`src/rtl/tt_sweep_gen_if.sv`:
```
// Bundle between the truth-table sweeper and the gate it characterises.
// TT_CHECK_EN adds the golden-table compare signals.
interface tt_sweep_gen_if #(
  parameter int N_IN = 4
);
  localparam int NVEC = 1 << N_IN;

  logic            start;
  logic            dut_out;
  logic [N_IN-1:0] dut_in;
  logic [N_IN-1:0] vec_idx;
  logic            busy;
  logic            done;
  logic [NVEC-1:0] truth;
`ifdef TT_CHECK_EN
  logic [NVEC-1:0] expected;
  logic [N_IN:0]   mismatch_cnt;
  logic            pass;
`endif

  modport master (
    input  start, dut_out,
`ifdef TT_CHECK_EN
    input  expected,
    output mismatch_cnt, pass,
`endif
    output dut_in, vec_idx, busy, done, truth
  );

  modport slave (
    output start, dut_out,
`ifdef TT_CHECK_EN
    output expected,
    input  mismatch_cnt, pass,
`endif
    input  dut_in, vec_idx, busy, done, truth
  );
endinterface

```
`src/rtl/tt_sweep_gen.sv`:
```
// Walks a small gate through all 2**N_IN input vectors and captures its truth table.
// TT_CHECK_EN: compare each sample against a golden table, count mismatches, flag pass.
module tt_sweep_gen #(
  parameter int N_IN          = 4,
  parameter int SETTLE_CYCLES = 2
) (
  input  logic          clk,
  input  logic          rst_n,
  tt_sweep_gen_if.master bus
);
  localparam int NVEC = 1 << N_IN;
  localparam int CW   = $clog2(SETTLE_CYCLES) + 1;

  typedef enum logic [1:0] {IDLE, SETTLE, SAMPLE, DONE} state_t;

  state_t          state_q, state_d;
  logic [N_IN-1:0] vec_q, vec_d;
  logic [CW-1:0]   cnt_q, cnt_d;
  logic            busy_q, busy_d;
  logic            done_q, done_d;
  logic [NVEC-1:0] truth_q, truth_d;
`ifdef TT_CHECK_EN
  logic [N_IN:0]   mism_q, mism_d;
  logic            pass_q, pass_d;
`endif

  always_ff @(posedge clk or negedge rst_n) begin
    if (!rst_n) begin
      state_q <= IDLE;
      vec_q   <= '0;
      cnt_q   <= '0;
      busy_q  <= 1'b0;
      done_q  <= 1'b0;
      truth_q <= '0;
`ifdef TT_CHECK_EN
      mism_q  <= '0;
      pass_q  <= 1'b0;
`endif
    end else begin
      state_q <= state_d;
      vec_q   <= vec_d;
      cnt_q   <= cnt_d;
      busy_q  <= busy_d;
      done_q  <= done_d;
      truth_q <= truth_d;
`ifdef TT_CHECK_EN
      mism_q  <= mism_d;
      pass_q  <= pass_d;
`endif
    end
  end

  always_comb begin
    state_d = state_q;
    vec_d   = vec_q;
    cnt_d   = cnt_q;
    busy_d  = busy_q;
    done_d  = done_q;
    truth_d = truth_q;
`ifdef TT_CHECK_EN
    mism_d  = mism_q;
`endif
    unique case (state_q)
      IDLE, DONE: begin
        // A start in DONE restarts exactly like one in IDLE
        if (bus.start) begin
          state_d = SETTLE;
          vec_d   = '0;
          cnt_d   = '0;
          truth_d = '0;
          busy_d  = 1'b1;
          done_d  = 1'b0;
`ifdef TT_CHECK_EN
          mism_d  = '0;
`endif
        end
      end
      SETTLE: begin
        if (cnt_q == CW'(SETTLE_CYCLES - 1)) state_d = SAMPLE;
        else                                  cnt_d   = cnt_q + 1'b1;
      end
      SAMPLE: begin
        truth_d[vec_q] = bus.dut_out;
`ifdef TT_CHECK_EN
        if (bus.dut_out != bus.expected[vec_q] && mism_q != (N_IN+1)'(NVEC))
          mism_d = mism_q + 1'b1;
`endif
        // Terminal check comes first so vec_idx never wraps
        if (vec_q == N_IN'(NVEC - 1)) begin
          state_d = DONE;
          busy_d  = 1'b0;
          done_d  = 1'b1;
        end else begin
          vec_d   = vec_q + 1'b1;
          cnt_d   = '0;
          state_d = SETTLE;
        end
      end
      default: state_d = IDLE;
    endcase
`ifdef TT_CHECK_EN
    pass_d = done_d && (mism_d == '0);
`endif
  end

  // dut_in and vec_idx share one register, so the gate sees a glitch-free vector
  assign bus.dut_in  = vec_q;
  assign bus.vec_idx = vec_q;
  assign bus.busy    = busy_q;
  assign bus.done    = done_q;
  assign bus.truth   = truth_q;
`ifdef TT_CHECK_EN
  assign bus.mismatch_cnt = mism_q;
  assign bus.pass         = pass_q;
`endif
endmodule
```
`src/flat_wrapper.sv`:
```
// flat-port wrapper written by rule: the top's interface ports become plain ports
module tt_sweep_gen_flat 
#(
  parameter int N_IN          = 4,
  parameter int SETTLE_CYCLES = 2
)
  (clk, rst_n, bus_start, bus_dut_out, bus_dut_in, bus_vec_idx, bus_busy, bus_done, bus_truth);
  tt_sweep_gen_if #(.N_IN(N_IN)) bus_i ();
  input  logic clk;
  input  logic rst_n;
  input wire logic [$bits(bus_i.start)-1:0] bus_start;
  input wire logic [$bits(bus_i.dut_out)-1:0] bus_dut_out;
  output wire logic [$bits(bus_i.dut_in)-1:0] bus_dut_in;
  output wire logic [$bits(bus_i.vec_idx)-1:0] bus_vec_idx;
  output wire logic [$bits(bus_i.busy)-1:0] bus_busy;
  output wire logic [$bits(bus_i.done)-1:0] bus_done;
  output wire logic [$bits(bus_i.truth)-1:0] bus_truth;
  assign bus_i.start = bus_start;
  assign bus_i.dut_out = bus_dut_out;
  assign bus_dut_in = bus_i.dut_in;
  assign bus_vec_idx = bus_i.vec_idx;
  assign bus_busy = bus_i.busy;
  assign bus_done = bus_i.done;
  assign bus_truth = bus_i.truth;
  tt_sweep_gen #(.N_IN(N_IN), .SETTLE_CYCLES(SETTLE_CYCLES)) u_core (.clk(clk), .rst_n(rst_n), .bus(bus_i));
endmodule
```
`config.mk`:
```
export PLATFORM = sky130hd
export DESIGN_NAME = tt_sweep_gen_flat
export DESIGN_NICKNAME = d
export VERILOG_FILES = /design/src/rtl/tt_sweep_gen_if.sv /design/src/rtl/tt_sweep_gen.sv /design/src/flat_wrapper.sv
export SDC_FILE = /design/constraint.sdc
export NUM_CORES = 1
export LEC_CHECK = 0
export CELL_PAD_IN_SITES_DETAIL_PLACEMENT = 2
export CELL_PAD_IN_SITES_GLOBAL_PLACEMENT = 2
export CORE_ASPECT_RATIO = 1.1
export CORE_MARGIN = 5
export CORE_UTILIZATION = 40
export CTS_CLUSTER_SIZE = 40
export DETAILED_ROUTE_END_ITERATION = 12
export DONT_BUFFER_PORTS = 1
export PLACE_DENSITY = 0.92
export SYNTH_ARGS = -nofsm -noshare
export SYNTH_HDL_FRONTEND = slang
export SYNTH_SLANG_ARGS = --single-unit
```
`constraint.sdc`:
```
create_clock -name clk -period 3.15 [get_ports clk]
set_clock_uncertainty 0.15 [all_clocks]
set_input_delay 0.63 -clock clk [delete_from_list [all_inputs] [get_ports clk]]
set_output_delay 0.63 -clock clk [all_outputs]
set_load 0.05 [all_outputs]
```
# Word-level counts from Yosys, hierarchy flattened
# Index checks and enable logic that the tools add are counted.
dict set report op_classes {
  addsub 2
  n_mul 0
  div_mod_pow 0
  order_cmp 2
  eq_ne 10
  shift 0
  n_mux 22
  bitwise_logic 0
  n_reduce_logical 9
}
# operator n
set op_table {}
lappend op_table {{16-bit one-hot mux with 2 select lines} 1}
lappend op_table {{16-bit bitwise mux} 1}
lappend op_table {{16-bit two-way mux} 1}
lappend op_table {{2-bit two-way mux} 6}
lappend op_table {{2-bit one-hot mux with 3 select lines} 2}
lappend op_table {{3-bit AND reduction} 3}
lappend op_table {{4-bit two-way mux} 2}
lappend op_table {{4-bit one-hot mux with 2 select lines} 1}
lappend op_table {{2-bit inequality test (second input constant)} 3}
lappend op_table {{4-bit by 5-bit less-than comparator with 1-bit output (second input constant)} 1}
lappend op_table {{1-bit two-way mux} 5}
lappend op_table {{4-bit by 1-bit adder with 4-bit output (second input constant)} 1}
lappend op_table {{1-bit demux with 4-bit select} 1}
lappend op_table {{2-bit by 1-bit equality test with 1-bit output (second input constant)} 2}
lappend op_table {{2-bit equality test (second input constant)} 2}
lappend op_table {{4-bit equality test (second input constant)} 1}
lappend op_table {{4-bit by 1-bit >= comparator with 1-bit output (second input constant)} 1}
lappend op_table {{2-bit by 1-bit inequality test with 1-bit output (second input constant)} 2}
lappend op_table {{1-bit one-hot mux with 2 select lines} 2}
lappend op_table {{2-bit AND reduction} 2}
lappend op_table {{2-bit by 1-bit adder with 2-bit output (second input constant)} 1}
lappend op_table {{2-bit zero test} 1}
lappend op_table {{2-bit nonzero test} 1}
lappend op_table {{2-bit OR reduction} 1}
lappend op_table {{1-bit logical AND} 1}
dict set report totals {
  reg_bits 26
  latchBits 0
  ramBits 0
  mem_bits_ro 0
  input_bits 4
  out_inout_bits 26
  elab_cells 51
  mem_count 0
}

# Logic depth before layout (Yosys ltp)
# Gate-level depths: netlist of the first run.
dict set report depth {
  ltp_word 6
  depth_mapped 7
  depth_no_buf 5
}

# Least setup slack after synthesis of the first run
# OpenSTA, ideal clock, no wires.
dict set report synth_timing {
  path_type {register -> register}
  startpoint {register u_core.vec_q[0] (netlist: u_core.bus.dut_in[0])}
  endpoint {register u_core.truth_q[1] (netlist: u_core.bus.truth[1])}
  setup_time_ns 0.130
  t_arrival_ns 1.690
  required_ns 2.870
  slack_ns 1.181
  stages_incl_launch_ff 5
  n_path_buf 0
  synth_period_minus_slack_ns 1.969
  cell_sequence {dfrtp_1 -> ha_1 -> or3b_2 -> a21oi_1 -> o22ai_1}
}
dict set report synth_between {
  elab_chain_len 6
  elab_cells_between_ends 7
  classes_between {order compare: 2; mux: 4; reduce/logical: 1}
}
# element line
set synth_lines {}
lappend synth_lines {{start, declared} tt_sweep_gen.sv:17} ;# logic [N_IN-1:0] vec_q, vec_d;
lappend synth_lines {{start signal, assigned} tt_sweep_gen.sv:41} ;# vec_q <= vec_d;
lappend synth_lines {{4-bit by 5-bit less-than comparator with 1-bit output (not written as such) or 4-bit by 1-bit >= comparator with 1-bit output (tied branches)} tt_sweep_gen.sv:83} ;# truth_d[vec_q] = bus.dut_out;
lappend synth_lines {{1-bit logical AND (not written as such)} tt_sweep_gen.sv:83}
lappend synth_lines {{1-bit two-way mux (not written as such)} tt_sweep_gen.sv:83}
lappend synth_lines {{1-bit demux with 4-bit select (*)} --}
lappend synth_lines {{16-bit bitwise mux (*)} tt_sweep_gen.sv:83}
lappend synth_lines {{16-bit one-hot mux with 2 select lines (*)} tt_sweep_gen.sv:63} ;# unique case (state_q)
lappend synth_lines {{end signal, assigned} tt_sweep_gen.sv:45} ;# truth_q <= truth_d;
lappend synth_lines {{end, declared} tt_sweep_gen.sv:21} ;# logic [NVEC-1:0] truth_q, truth_d;
# Mark *: on every way between the ends. The rest lies on a longest branch, timed or not.
# A chain may end at the register's enable or synchronous reset.

# Worst setup path in the final report of the first run
dict set report layout_timing {
  startpoint {register u_core.vec_q[2] (netlist: u_core.bus.dut_in[2])}
  endpoint {output bus_dut_in[2]}
}
# element line
set layout_lines {}
lappend layout_lines {{end, declared} flat_wrapper.sv:13} ;# output wire logic [$bits(bus_i.dut_in)-1:0] bus_dut_in;
# No word-level cell between the ends.

==> flow_metrics.env, run 1 <==
export IMPL_syn_num_nets=195
export IMPL_status="complete, no violations"
export IMPL_ys_seq_area_share_pct=40.03
export IMPL_vias_per_cell=5.978
export IMPL_critical_path_depth=1
export IMPL_hold_class="input pin to asynchronous set/reset pin"
export IMPL_required_ps=2370
export IMPL_irDropWorstVdd_v=0.0004055
export IMPL_drive_above_1_share_pct=9.714
export IMPL_fin_crit_sh_pct=75.37
export IMPL_dieArea_mm2=0.005439
export IMPL_reg2regPathDepth=5
export IMPL_cts_tree="built"
export IMPL_first_iter_violations=37
export IMPL_netlist_instances=183
export IMPL_die_w_um=70.78
export IMPL_crit_path_max_fanout=28
export IMPL_slew_headroom_pct=45.49
export IMPL_crit_family="flip-flops"
export IMPL_post_cts_buffers=0
export IMPL_hold_slack_ps=7.776
export IMPL_grt_max_degree=29
export IMPL_drv_cap=0
export IMPL_max_slew_worst_pin_slew_ps=817.7
export IMPL_min_period_ps=2374
export IMPL_wl_per_cell_um=21.05
export IMPL_finalSetupTns_ps=0
export IMPL_worst_slack_ps=775.9
export IMPL_pin_count=30
export IMPL_die_y_um=76.86
export IMPL_grt_pass1_wl_um=7997
export IMPL_critPathBufInv=1
export IMPL_io_buffers=0
export IMPL_rrSetupSlack_ps=940
export IMPL_overflow=0
export IMPL_drt_wl_total_um=4779
export IMPL_worstSetupEndpointType="primary output"
export IMPL_postLayoutCellArea_mm2=0.001692
export IMPL_max_freq_mhz=421.2
export IMPL_rsz0062_at_grt="false"
export IMPL_cp_start_kind="register"
export IMPL_synthArstFlopShare_pct=100.0
export IMPL_syn_area_mm2=0.001625
export IMPL_placed_cell_area_mm2=0.001617
export IMPL_setup_viol=0
export IMPL_critPathLaunch="u_core.bus.dut_in[2]"
export IMPL_rr_startpoint="u_core.state_q[0]"
export IMPL_grt_use_total_pct=18.13
export IMPL_place_ws_ps=982.7
export IMPL_nets=188
export IMPL_antenna_found_initial=0
export IMPL_r2r_end="u_core.bus.dut_in[2]"
export IMPL_clockBufferDepth=2
export IMPL_ys_flop_type="dfrtp_1"
export IMPL_clock_latency_ps=280
export IMPL_power_total_w=0.001271
export IMPL_slowest_delay_ps=890
export IMPL_multi_input_area_um2=777.0
export IMPL_ant_nets=0
export IMPL_dpl_hpwl_um=3224
export IMPL_drv_slew=0
export IMPL_path_class="register to primary output"
export IMPL_synth_seq_cells=26
export IMPL_worstSetupEndpoint="bus_dut_in[2]"
export IMPL_syn_mean_instance_area_um2=8.881
export IMPL_cts_sinks=26
export IMPL_ys_types=40
export IMPL_drcViolationCount=0
export IMPL_hold_violations=0
export IMPL_n_fill_cell=451
export IMPL_floorplan_rows=24
export IMPL_first_pass_iters=4
export IMPL_cts_max_level=1
export IMPL_seq_area_um2=650.6
export IMPL_cts_made_buffers=3
export IMPL_place_congestion=0.7682
export IMPL_crit_slowest_cell="dfrtp_1"
export IMPL_p_per_area_mw_per_mm2=751.3
export IMPL_num_antenna_cells=0
export IMPL_area_growth_syn_to_layout_pct=4.080
export IMPL_cp_arrival_ps=1590
export IMPL_via_count=1357
export IMPL_coreArea_mm2=0.003934
export IMPL_synth_edff_count=0
export IMPL_start_util_pct=41.32
export IMPL_clk_pin_slew_ps=100
export IMPL_grt_pass1_vias=1510
export IMPL_crit_chain="buf_4"
export IMPL_p_leak_nw=0.6932
export IMPL_ys_warn_count=0
export IMPL_clk_root_buffer_cell="clkbuf_8"
cell families after synthesis:
kind of cell / Yosys count / synth area share (%)
AOI/OAI and AO/OA: 53 / 19.25
adders and majority gates: 8 / 6.159
buffers and inverters: 41 / 12.16
DFF: 26 / 40.03
muxes: 1 / 1.386
and+or+nand+nor: 54 / 21.02
layer usage:
| layer | global-route usage [%] | wire [um] | vias to the layer above |
|---|---|---|---|
| li1 | - | - | 624 |
| met1 | 22.24 | 2028 | 692 |
| met2 | 32.47 | 2491 | 35 |
| met3 | 3.529 | 207 | 6 |
| met4 | 3.947 | 51 | 0 |
| met5 | 0 | 0 | - |
flip-flops by register name, indices dropped and copies added, names as in the netlist:
signal and count:
u_core.bus.done 1, u_core.bus.dut_in 4, u_core.state_q 2, u_core.bus.busy 1
u_core.bus.truth 16, u_core.cnt_q 2
power breakdown:
| group | switching (W) | total, W | internal [W] |
|---|---|---|---|
| sequential | 0.0000531 | 0.000423 | 0.000370 |
| clock | 0.000113 | 0.000225 | 0.000112 |
| combinational | 0.000415 | 0.000623 | 0.000207 |
| total | 0.000582 | 0.00127 | 0.000689 |
cells in the mapped netlist (3+ instances only):
cell / count / area [um2]
dfrtp_1: 26 / 650.6
inv_1: 23 / 86.33
a21oi_1: 17 / 85.08
o22ai_1: 15 / 93.84
o21ai_0: 10 / 50.05
nand3b_1: 9 / 67.56
ha_1: 8 / 100.1
nand3_1: 8 / 40.04
nand4_1: 8 / 50.05
buf_2: 6 / 30.03
buf_4: 5 / 37.54
nand2_1: 5 / 18.77
nor2_1: 5 / 18.77
or3b_2: 4 / 35.03
nand2b_1: 3 / 18.77
worst min-delay path by stage:
| stage | from | endpoint | slack, ps | cells past startpoint |
|---|---|---|---|---|
| 6_report | rst_n | u_core.bus.truth[6] | 8 | 1 |
| 3_5_place_dp | rst_n | u_core.bus.truth[5] | 190 | 0 |
| 4_1_cts | rst_n | u_core.bus.dut_in[3] | 10 | 1 |
| 3_3_place_gp | rst_n | u_core.bus.truth[8] | 190 | 0 |
| 2_1_floorplan | rst_n | u_core.bus.busy | 180 | 0 |
| 5_1_grt | rst_n | u_core.bus.truth[6] | 5 | 1 |
cell type report:
type / count / area share [%]
multi-input combinational: 116 / 45.93
clock buffer: 4 / 3.254
inverter: 23 / 5.104
timing repair buffer: 6 / 3.402
sequential: 26 / 38.46
tap: 52 / 3.846
cell usage in the layout, fill, tap and decap left out, drive strengths merged:
| master | instances |
|---|---|
| and2 | 2 |
| mux2i | 1 |
| o2111ai | 1 |
| nand2 | 5 |
| nor3 | 1 |
| or2b | 1 |
| ha | 8 |
| nor2b | 2 |
| nand3b | 9 |
| o31ai | 2 |
| a21boi | 1 |
| a31oi | 2 |
| or3b | 4 |
| o21ai | 10 |
| nand4b | 1 |
| or2 | 1 |
| nand2b | 3 |
| and3 | 1 |
| nand3 | 8 |
| inv | 23 |
| a211oi | 1 |
| dfrtp | 26 |
| nand4 | 8 |
| clkbuf | 4 |
| nor2 | 5 |
| a221oi | 1 |
| o22ai | 15 |
| nor3b | 1 |
| and4 | 1 |
| buf | 6 |
| a21oi | 17 |
| a22o | 1 |
| o21bai | 1 |
| o211ai | 1 |
| or4b | 1 |
repair_timing:
item,4_1_cts,5_1_grt
hold buffers,1,0
resized for setup,0,0
endpoints found under the hold margin,26,0
stage by stage:
step	instances	util, %
floorplan	183	-
global placement	222	41.09
detailed placement	222	41.09
CTS	227	43.00
global route	227	43.00
finish	227	43.00
No activity file was read; power rests on OpenSTA's default activity.
==> run 2, diff against run 1 <==
- CORE_UTILIZATION: 40 -> 37
- PLACE_DENSITY: 0.92 -> 0.87
- clock period: 3.15 -> 2.3 ns (I/O delays scaled with it)
==> run 2 against run 1 <==
Sequential share of layout area is 0.64 points lower. Clock power is 17% higher. Final area is 1.7% higher. Non-clock buffer count is 5 higher. Register-to-register slack worse by 750 ps. Critical endpoint is now bus_vec_idx[3]. Highest routed layer unchanged.
==> flow_metrics.env, run 2 (synthesized netlist as in run 1, its figures left out) <==
export IMPL_cp_start_kind="register"
export IMPL_via_count=1375
export IMPL_drt_wl_total_um=4956
export IMPL_p_sw_share_pct=45.90
export IMPL_cp_arrival_ps=1550
export IMPL_hold_class="input pin to register"
export IMPL_largest_reg_flops=16
export IMPL_cell_internal_pwr_w=0.0009318
export IMPL_cts_sinks=26
export IMPL_irDropWorstVdd_v=0.0005124
export IMPL_ctsResizeCount=0
export IMPL_drv_slew=0
export IMPL_critPathBufInv=1
export IMPL_crit_chain="buf_4"
export IMPL_hold_violations=0
export IMPL_slew_headroom_pct=49.59
export IMPL_drive_above_1_share_pct=11.17
export IMPL_first_pass_iters=4
export IMPL_worst_slack_ps=140.2
export IMPL_drv_cap=0
export IMPL_crit_family="flip-flops"
export IMPL_cts_max_level=1
export IMPL_grt_use_total_pct=18.84
export IMPL_ant_nets=0
export IMPL_fin_crit_sh_pct=93.90
export IMPL_num_antenna_cells=0
export IMPL_grt_pass1_vias=1640
export IMPL_coreArea_mm2=0.004285
export IMPL_status="complete, no violations"
export IMPL_path_class="register to primary output"
export IMPL_slowest_delay_ps=840
export IMPL_finalSetupTns_ps=0
export IMPL_crit_path_max_fanout=26
export IMPL_clock_latency_ps=270
export IMPL_area_growth_syn_to_layout_pct=5.851
export IMPL_cts_made_buffers=3
export IMPL_first_iter_violations=106
export IMPL_rsz0062_at_grt="false"
export IMPL_power_frac_clock_pct=15.3
export IMPL_seq_power_share_pct=33.6
export IMPL_max_freq_mhz=463.0
export IMPL_required_ps=1690
export IMPL_place_congestion=0.8312
export IMPL_clk_pin_slew_ps=90
export IMPL_layout_commonest_cell="dfrtp_1"
export IMPL_grt_pass1_wl_um=8500
export IMPL_clk_root_buffer_cell="clkbuf_8"
export IMPL_crit_slowest_cell="dfrtp_1"
export IMPL_worstSetupEndpointType="primary output"
export IMPL_antenna_found_initial=0
export IMPL_floorplan_rows=25
export IMPL_drcViolationCount=0
export IMPL_p_per_area_mw_per_mm2=1001
export IMPL_rrSetupSlack_ps=190
export IMPL_grt_max_degree=27
export IMPL_layout_common_cells="dfrtp_1 (26), inv_1 (23), a21oi_1 (17), o22ai_1 (15), o21ai_0 (10)"
export IMPL_pin_count=30
export IMPL_clockBufferDepth=2
export IMPL_nets=193
export IMPL_dieArea_mm2=0.005820
export IMPL_die_y_um=79.51
export IMPL_overflow=0
export IMPL_die_w_um=73.20
export IMPL_min_period_ps=2160
export IMPL_n_fill_cell=487
export IMPL_power_total_w=0.001722
export IMPL_vias_per_cell=5.901
export IMPL_place_ws_ps=182.4
export IMPL_max_slew_worst_pin_slew_ps=756.2
export IMPL_io_buffers=0
export IMPL_power_switching_w=0.0007906
export IMPL_start_util_pct=37.93
export IMPL_setup_viol=0
export IMPL_cts_tree="built"
export IMPL_dpl_hpwl_um=3654
export IMPL_p_leak_nw=0.7110
export IMPL_wl_per_cell_um=21.27
export IMPL_combinationalPowerShare_pct=51.1
run 2: changes by cell type in the layout (fill, tap and decap cells not counted):
cell,before,now
clkbuf_8,4,3
dlygate4sd3_1,0,1
buf_4,5,9
run 2: metal layers:
layer  wire length [um]  global-route usage [%]  part of all wire, %  up-vias
met4                 97                   6.458                  2.0        0
li1                   -                       -                    -      633
met1               2003                   22.27                   40      705
met3                217                   3.149                  4.4        9
met5                  0                       0                    0        -
met2               2638                   33.72                   53       28
run 2: worst paths after layout:
kind,cells after the start,endpoint,startpoint
worst max register to register,5,u_core.bus.truth[6],u_core.state_q[0]
worst min register to register,2,u_core.state_q[1],u_core.state_q[1]
min in group asynchronous,2,u_core.bus.truth[8],rst_n
worst min-delay path,2,u_core.bus.truth[15],bus_start
max in group asynchronous,2,u_core.cnt_q[1],rst_n
worst max-delay path,1,bus_vec_idx[3],u_core.bus.dut_in[3]
run 2: final cells by class:
class | count | area, um2 | share of cell area (%)
tap | 54 | 67.56 | 3.927
multi-input combinational | 116 | 777.0 | 45.16
sequential | 26 | 650.6 | 37.82
timing repair buffer | 11 | 97.59 | 5.673
inverter | 23 | 86.33 | 5.018
clock buffer | 3 | 41.29 | 2.400
run 2: what timing repair did:
item                      4_1_cts  5_1_grt
hold endpoints to repair       26        0
hold buffers                    2        0
buffers inserted                0        0
run 2: power groups by stage:
stage	clock network, W	logic (W)	registers, W
final	0.000264	0.000880	0.000579
after global routing	0.000295	0.000967	0.000588
after floorplan	0	0.000652	0.000619
after CTS	0.000270	0.000885	0.000581
after detailed placement	0	0.000856	0.000590
after global placement	0	0.000779	0.000582
run 2: through the flow:
stage	hold WS, ps	std cells	instance area, um2	util [%]
floorplan	14.41	183	1625	-
global placement	15.40	228	1649	38.48
detailed placement	15.14	228	1649	38.48
CTS	205.4	233	1720	40.15
global route	220.5	233	1720	40.15
finish	203.3	233	1720	40.15
==> run 3, diff against run 2 <==
--- a/config.mk
+++ b/config.mk
@@ -11,4 +11,5 @@
 export CORE_MARGIN = 5
 export CORE_UTILIZATION = 37
+export CTS_BUF_LIST = sky130_fd_sc_hd__clkbuf_16
 export CTS_CLUSTER_SIZE = 40
 export DETAILED_ROUTE_END_ITERATION = 12
--- a/constraint.sdc
+++ b/constraint.sdc
@@ -3,3 +3,3 @@
 set_input_delay 0.46 -clock clk [delete_from_list [all_inputs] [get_ports clk]]
 set_output_delay 0.46 -clock clk [all_outputs]
-set_load 0.05 [all_outputs]
+set_load 0.1 [all_outputs]
==> run 3 against run 2 <==
Largest power group unchanged. Die area stayed put. Flip-flop and latch count unchanged. Largest cell class unchanged. Critical path type is now register to register. Clock-buffer cell count is the same. Sequential share of layout area fell by 4.4 points. Critical path depth grew 4. Worst hold slack better by 20 ps. Sequential power shrank 3.6%. Combinational power up 24%. Clock power rose by 95%. Fmax is 3.7% higher. Global-route usage is 1.1 points lower.
==> flow_metrics.env, run 3 (synthesized netlist as in run 1, its figures left out) <==
export IMPL_finalSetupTns_ps=0
export IMPL_ant_nets=0
export IMPL_die_w_um=73.20
export IMPL_max_slew_worst_pin_slew_ps=581.2
export IMPL_cts_max_level=1
export IMPL_wl_per_cell_um=20.37
export IMPL_grt_pass1_vias=1508
export IMPL_irDropWorstVdd_v=0.0005426
export IMPL_setup_viol=0
export IMPL_drv_slew=0
export IMPL_met2_usage_pct=30.68
export IMPL_layout_commonest_cell="buf_4"
export IMPL_start_util_pct=37.93
export IMPL_dieArea_mm2=0.005820
export IMPL_status="complete, no violations"
export IMPL_path_class="register to register"
export IMPL_worst_slack_ps=216.5
export IMPL_num_antenna_cells=0
export IMPL_gr_max_usage_layer="met2"
export IMPL_crit_path_max_fanout=11
export IMPL_area_growth_syn_to_layout_pct=20.71
export IMPL_place_congestion=0.7435
export IMPL_met3_usage_pct=2.015
export IMPL_coreArea_mm2=0.004285
export IMPL_final_core_util_pct=45.78
export IMPL_placed_cell_area_mm2=0.001807
export IMPL_dpl_hpwl_um=3539
export IMPL_drive_above_1_share_pct=21.72
export IMPL_p_leak_nw=0.8406
export IMPL_slew_headroom_pct=61.25
export IMPL_cts_tree="built"
export IMPL_io_buffers=0
export IMPL_clk_pin_slew_ps=70
export IMPL_hold_violations=0
export IMPL_largest_reg_flops=16
export IMPL_hold_class="input pin to register"
export IMPL_required_ps=2330
export IMPL_min_period_ps=2084
export IMPL_first_pass_iters=4
export IMPL_p_per_area_mw_per_mm2=1102
export IMPL_clockBufferDepth=2
export IMPL_cp_arrival_ps=2120
export IMPL_die_y_um=79.51
export IMPL_max_freq_mhz=480.0
export IMPL_clock_latency_ps=270
export IMPL_fin_crit_sh_pct=90.59
export IMPL_antenna_found_initial=0
export IMPL_grt_use_total_pct=17.77
export IMPL_floorplan_rows=25
export IMPL_drv_cap=0
export IMPL_nets=211
export IMPL_worstSetupEndpointType="register"
export IMPL_grt_max_degree=29
export IMPL_pin_count=30
export IMPL_place_ws_ps=76.65
export IMPL_drcViolationCount=0
export IMPL_postLayoutCellArea_mm2=0.001962
export IMPL_clk_root_buffer_cell="clkbuf_16"
export IMPL_met1_usage_pct=23.31
export IMPL_overflow=0
export IMPL_rsz0062_at_grt="false"
export IMPL_drt_wl_total_um=5133
export IMPL_first_iter_violations=42
export IMPL_layout_common_cells="buf_4 (24), inv_1 (23), dfrtp_1 (22), a21oi_1 (17), o22ai_1 (15)"
export IMPL_cts_sinks=26
export IMPL_vias_per_cell=5.762
export IMPL_via_count=1452
export IMPL_cts_made_buffers=3
export IMPL_cp_start_kind="register"
export IMPL_grt_pass1_wl_um=8059
run 3: worst paths after layout:
kind | startpoint | end | slack, ps | depth (start not counted)
min in group asynchronous | rst_n | u_core.bus.truth[14] | 470 | 2
max in group asynchronous | rst_n | u_core.bus.dut_in[2] | 1350 | 2
max reg2reg | u_core.state_q[0] | u_core.bus.truth[13] | 220 | 5
min | bus_start | u_core.bus.truth[15] | 220 | 2
max | u_core.state_q[0] | u_core.bus.truth[13] | 220 | 5
min reg2reg | u_core.bus.truth[6] | u_core.bus.truth[6] | 380 | 2
run 3: power by group:
group          total, W  internal [W]  switching [W]  leakage (nW)
clock network  0.000516      0.000347       0.000170        0.0511
logic           0.00109      0.000360       0.000729         0.442
registers      0.000558      0.000510      0.0000480         0.347
total           0.00216       0.00122       0.000946         0.841
run 3: final cells by class:
| class | count | area, um2 |
|---|---|---|
| tap | 54 | 67.56 |
| timing repair buffer | 29 | 270.3 |
| sequential | 26 | 655.6 |
| multi-input combinational | 116 | 777.0 |
| clock buffer | 3 | 75.07 |
| clock inverter | 1 | 30.03 |
| fill | 458 | 2323 |
| inverter | 23 | 86.33 |
run 3: repair_timing:
| action | in CTS | in global routing |
|---|---|---|
| endpoints found under the setup margin | 0 | 1 |
| hold buffers | 2 | 0 |
| endpoints found under the hold margin | 26 | 0 |
| buffers inserted | 0 | 1 |
| gates resized for setup | 0 | 0 |
run 3: through the flow:
stage	hold slack, ps	power, W	instances
3_5_place_dp	15.46	0.001563	245
6_report	223.3	0.002162	252
4_1_cts	233.5	0.002101	251
2_1_floorplan	14.41	0.001376	183
5_1_grt	232.5	0.002293	252
3_3_place_gp	15.33	0.001478	245
run 3: routing by layer:
layer | routed length, um | vias to the layer above
li1 | - | 672
met1 | 2177 | 742
met2 | 2677 | 31
met3 | 212 | 7
met4 | 66 | 0
met5 | 0 | -
run 3: critical path: stages (launching register included):
cell,delay [ps]
dfrtp_1,400
inv_1,70
ha_1,460
or2b_1,390
nand4_1,280
o22ai_1,260
